[config.mk]
export PLATFORM = sky130hd
export DESIGN_NAME = i2c_bit_ctrl
export DESIGN_NICKNAME = d
export VERILOG_FILES = /design/src/rtl/i2c_pkg.sv /design/src/rtl/i2c_bit_ctrl.sv
export SDC_FILE = /design/constraint.sdc
export NUM_CORES = 1
export LEC_CHECK = 0
export ABC_AREA = 1
export CAP_MARGIN = 25
export CORE_MARGIN = 4
export CORE_UTILIZATION = 40
export CTS_BUF_LIST = sky130_fd_sc_hd__clkbuf_8
export CTS_CLUSTER_SIZE = 28
export DETAILED_ROUTE_END_ITERATION = 16
export PLACE_DENSITY = 0.74
export SLEW_MARGIN = 20
export SYNTH_ARGS = -nofsm -noshare
export SYNTH_HDL_FRONTEND = slang
export SYNTH_SLANG_ARGS = --single-unit
[constraint.sdc]
create_clock -name Clk -period 2 [get_ports Clk]
set_input_delay 0.4 -clock Clk [delete_from_list [all_inputs] [get_ports Clk]]
set_output_delay 0.4 -clock Clk [all_outputs]
set_load 0.02 [all_outputs]
[src/rtl/i2c_pkg.sv]
// Shared definitions for the I2C bit sequencer: command and state encodings
// plus the per-phase SCL/SDA waveform table.
package i2c_pkg;

   typedef enum logic [1:0] {
      CMD_START = 2'b00,
      CMD_STOP  = 2'b01,
      CMD_WRITE = 2'b10,
      CMD_READ  = 2'b11
   } cmd_e;

   typedef enum logic [2:0] {
      ST_IDLE,
      ST_SYNC,
      ST_PH0,
      ST_PH1,
      ST_PH2,
      ST_PH3
   } state_e;

   // Returns {scl, sda} open-drain levels (1 = released) for one bit phase.
   function automatic logic [1:0] phase_wave(cmd_e cmd, logic [1:0] phase, logic d);
      logic scl;
      logic sda;
      scl = (phase == 2'd1) || (phase == 2'd2);
      sda = 1'b1;
      case (cmd)
         CMD_START: begin
            scl = (phase != 2'd3);
            sda = (phase == 2'd0);
         end
         CMD_STOP: begin
            scl = (phase != 2'd0);
            sda = (phase == 2'd3);
         end
         CMD_WRITE: sda = d;
         default:   sda = 1'b1;
      endcase
      return {scl, sda};
   endfunction

endpackage

[src/rtl/i2c_bit_ctrl.sv]
// Tick-paced I2C bit sequencer: START/STOP/WRITE/READ as four phases each.
// Optional clock stretching in the high phase via macro I2C_CLK_STRETCH_EN.
module i2c_bit_ctrl
   import i2c_pkg::*;
#(
   parameter int SAMPLE_PHASE = 1
) (
   input  logic       Clk,
   input  logic       Rst_n,
   input  logic [1:0] Cmd,
   input  logic       Din,
   input  logic       Cmd_valid,
   output logic       Cmd_ready,
   output logic       Done,
   output logic       Dout,
   input  logic       Tick,
   output logic       Timer_start,
   output logic       Timer_stop,
   input  logic       Sda_i,
`ifdef I2C_CLK_STRETCH_EN
   input  logic       Scl_i,
`endif
   output logic       Scl_o,
   output logic       Sda_o
);

   localparam state_e SAMPLE_ST = (SAMPLE_PHASE == 2) ? ST_PH2 : ST_PH1;

   state_e     state_q, state_d;
   cmd_e       cmd_q;
   logic       din_q;
   logic       accept;
   logic       hold_start;
   logic       enter_ph;
   logic [1:0] phase_d;
`ifdef I2C_CLK_STRETCH_EN
   logic       stretch_q, stretch_d;
`endif

   assign Cmd_ready   = (state_q == ST_IDLE);
   assign Timer_stop  = (state_q == ST_IDLE);
   assign Timer_start = Rst_n & (accept | hold_start);

   // NOTE: every always_comb target gets a default first so no latch is inferred.
   always_comb begin
      state_d    = state_q;
      accept     = 1'b0;
      hold_start = 1'b0;
      enter_ph   = 1'b0;
      phase_d    = 2'd0;
`ifdef I2C_CLK_STRETCH_EN
      stretch_d  = stretch_q;
`endif
      case (state_q)
         ST_IDLE: if (Cmd_valid) begin
            accept  = 1'b1;
            state_d = ST_SYNC;
         end
         ST_SYNC: if (Tick) begin
            state_d  = ST_PH0;
            enter_ph = 1'b1;
            phase_d  = 2'd0;
         end
         ST_PH0: if (Tick) begin
            state_d  = ST_PH1;
            enter_ph = 1'b1;
            phase_d  = 2'd1;
         end
         ST_PH1: begin
`ifdef I2C_CLK_STRETCH_EN
            // A slave holding SCL low keeps reloading the timer; the first tick
            // after release only re-synchronises the phase to the real SCL edge.
            if (!Scl_i) begin
               stretch_d  = 1'b1;
               hold_start = 1'b1;
            end else if (Tick) begin
               if (stretch_q) begin
                  stretch_d = 1'b0;
               end else begin
                  state_d  = ST_PH2;
                  enter_ph = 1'b1;
                  phase_d  = 2'd2;
               end
            end
`else
            if (Tick) begin
               state_d  = ST_PH2;
               enter_ph = 1'b1;
               phase_d  = 2'd2;
            end
`endif
         end
         ST_PH2: if (Tick) begin
            state_d  = ST_PH3;
            enter_ph = 1'b1;
            phase_d  = 2'd3;
         end
         ST_PH3: if (Tick) state_d = ST_IDLE;
         default: state_d = ST_IDLE;
      endcase
   end

   // NOTE: state and outputs use non-blocking assignments so every register
   // sees the pre-edge values of the others.
   always_ff @(posedge Clk) begin
      if (!Rst_n) begin
         state_q   <= ST_IDLE;
         cmd_q     <= CMD_START;
         din_q     <= 1'b0;
         Scl_o     <= 1'b1;
         Sda_o     <= 1'b1;
         Done      <= 1'b0;
         Dout      <= 1'b0;
`ifdef I2C_CLK_STRETCH_EN
         stretch_q <= 1'b0;
`endif
      end else begin
         state_q <= state_d;
         Done    <= (state_q == ST_PH3) && Tick;
`ifdef I2C_CLK_STRETCH_EN
         stretch_q <= stretch_d;
`endif
         if (accept) begin
            cmd_q <= cmd_e'(Cmd);
            din_q <= Din;
         end
         if (enter_ph) {Scl_o, Sda_o} <= phase_wave(cmd_q, phase_d, din_q);
         // Sample only on the tick that actually closes the sample phase.
         if (cmd_q == CMD_READ && state_q == SAMPLE_ST && state_d != state_q)
            Dout <= Sda_i;
      end
   end

endmodule

==> out/summary.txt <==
status -> complete, no violations
CTS hold repair buffers -> 0
final core utilization -> 60.7%
Max IR drop VDD -> 0.524 mV
Stages on worst setup path -> 4
Overflow after GRT -> 0
actual slew at the worst max-slew pin -> 359 ps
Area growth syn-to-layout -> 44.4%
final hold violations -> 0
max-cap violation count -> 0
Ports -> 15
initial antenna violation count -> 0
drt pass-1 iters -> 4
non-filler cells, final -> 119
YS warnings -> 0
initial DRC count -> 13
post-CTS resize count -> 1
DR vias -> 566
pwr/cell area -> 804 mW/mm²
root buf cell -> clkbuf_8
synth cell count leaders -> nand2_1, inv_1, dfxtp_1, nand3_1, nor2_1
Rel. slew slack -> 75.9%
sequential area share after synthesis -> 36.6%
Setup-failing EPs final -> 0
post-synthesis register bit count -> 10
Buffers & Inverters on Critical Path -> 2
DRT Wirelength -> 1.20 mm
critical path class -> reg2out
Syn Inst Count -> 82
nets -> 115
dpl cells -> 115
area of the core -> 0.00130 mm²
clock buffer depth -> 2
Initial Util -> 42.0%
synthesized area -> 547 µm²
Synth cell types -> 18
dominant synthesized flop cell -> dfxtp_1
Worst Path Arrival -> 1480 ps
width of the chip -> 45.0 µm
Worst-path clk slew -> 50 ps
post-route ant nets -> 0
diode count -> 0
cells on worst reg2reg path -> 12
Reg2Reg Setup Slack -> 370 ps
full die area -> 0.00202 mm²
top cell family by delay on the critical path -> buffers and inverters
share of post-route cells with drive strength above 1 -> 14.4%
post-route cell area -> 790 µm²
Tmin final -> 1880 ps
hpwl dp -> 952 µm
crit-path cells -> nor2_2 > nand2_1 > inv_1 > clkdlybuf4s50_1
most common cell in the netlist -> nand2_1
CTS buffer count -> 3
RSZ-0062 raised after global routing -> no
synth top area cells -> dfxtp_1, nand2_1, inv_1
vias in the first global route -> 487
crit path max-delay cell type -> clkdlybuf4s50_1
hold crit path type -> reg2reg
synthesized net count -> 92
vias per cell -> 4.76
drt drc -> 0
die height -> 45.0 µm
first-pass GRT wire length -> 1.97 mm
post-CTS setup buffers -> 0
clk sinks -> 10
Final period util -> 94.2%
Clk Latency, worst-skew pair -> 230 ps
Max Clk Rate -> 0.531 GHz
largest net degree at the start of global routing -> 8
Synth area leader -> dfxtp_1
CP startpoint kind -> flip-flop
Clock Skew -> 4.13 ps
Avg Cell Area, Syn -> 6.67 µm²
post-synth top area share -> 36.6%
EDFF count, synth -> 0
Crit Path Max Fanout -> 4
TritonCTS clock tree -> done
overall fraction of global-route tracks in use -> 13.4%
PortBufs -> 14
Hold Crit Depth -> 2
worst stage delay on the critical path -> 590 ps
static leakage -> 0.392 nW
overall power -> 0.635 mW
Critical Path RT -> 1600 ps
CTS H-tree lvls -> 1
crit path capture type -> output pin
FFs w/ async S/R, synth -> 0%
Max Slew Vio Count -> 0
placed cell area -> 736 µm²
GPL Wtd Cong -> 0.830
row cnt -> 13
routed len/inst -> 10.1 µm
[placed cells by master, fill, tap and decap left out]
cell type / n
nand2_2: 2
nand3_1: 7
o2111ai_1: 1
o21ai_0: 3
dfxtp_1: 10
clkbuf_8: 4
dlygate4sd2_1: 1
ha_1: 2
nor2_1: 7
o221ai_1: 1
nand2_1: 20
nor4_1: 2
a21oi_1: 6
clkdlybuf4s50_1: 13
buf_4: 5
inv_2: 2
inv_1: 14
o211ai_1: 1
nand3_2: 1
nor2_2: 1
a31oi_1: 1
[state kept, by name, indices dropped and copies added (netlist names)]
register  flops
Dout          1
state_q       3
Sda_o         1
Scl_o         1
Done          1
din_q         1
cmd_q         2
[worst paths after layout]
check,startpoint,to
worst max-delay path,state_q[1]$_SDFF_PN0_,Cmd_ready
worst min-delay path,din_q$_SDFFE_PN0P_,din_q$_SDFFE_PN0P_
worst max register to register,state_q[0]$_SDFF_PN0_,Sda_o$_SDFFE_PN1P_
worst min register to register,din_q$_SDFFE_PN0P_,din_q$_SDFFE_PN0P_
[cells by family (layout without fill, tap and decap cells)]
family / after synthesis / in the layout / synth area share (%)
flip-flops: 10 / 10 / 36.6
AND/OR/NAND/NOR: 40 / 40 / 32.5
adder cells (fa/ha/maj): 2 / 2 / 4.58
buffers and inverters: 17 / 39 / 12.4
AO/OA/AOI/OAI: 13 / 13 / 14.0
[worst reg2reg max path: stages (launching register included)]
cell	delay, ps
dfxtp_1	390
nor2_2	70
inv_1	70
nor2_1	40
nand2_1	90
inv_1	50
a31oi_1	180
inv_1	70
ha_1	220
nand3_1	90
o2111ai_1	120
nand2_1	70
nand3_1	60
[area by class of cell]
class	count	area, µm²
Fill cell	124	512
Multi-Input combinational cell	55	279
Sequential cell	10	200
Timing Repair Buffer	19	176
Inverter	16	60.1
Clock buffer	4	55.1
Tap cell	15	18.8
[layer usage]
metal / track usage (%) / vias up / wire (µm)
met3: 2.39 / 2 / 71
met1: 18.0 / 245 / 572
met2: 20.3 / 13 / 543
li1: - / 306 / -
met5: 0 / - / 0
met4: 7.02 / 0 / 9
[through the flow]
step | TNS, ps | hold WS (ps) | worst slack, ps
2_1_floorplan | 0 | 429 | 522
3_3_place_gp | -74.3 | 459 | -74.3
3_5_place_dp | -88.2 | 463 | -88.2
4_1_cts | 0 | 479 | 87.1
5_1_grt | 0 | 508 | 34.5
6_report | 0 | 474 | 116
[where the power goes]
| part | internal, mW | total, mW | leakage, nW | switching [mW] |
|---|---|---|---|---|
| registers | 0.216 | 0.227 | 0.0820 | 0.0117 |
| clock network | 0.173 | 0.250 | 0.0288 | 0.0769 |
| logic | 0.0717 | 0.158 | 0.281 | 0.0859 |
| total | 0.460 | 0.635 | 0.392 | 0.174 |
Power figures use the tool's default switching activity.
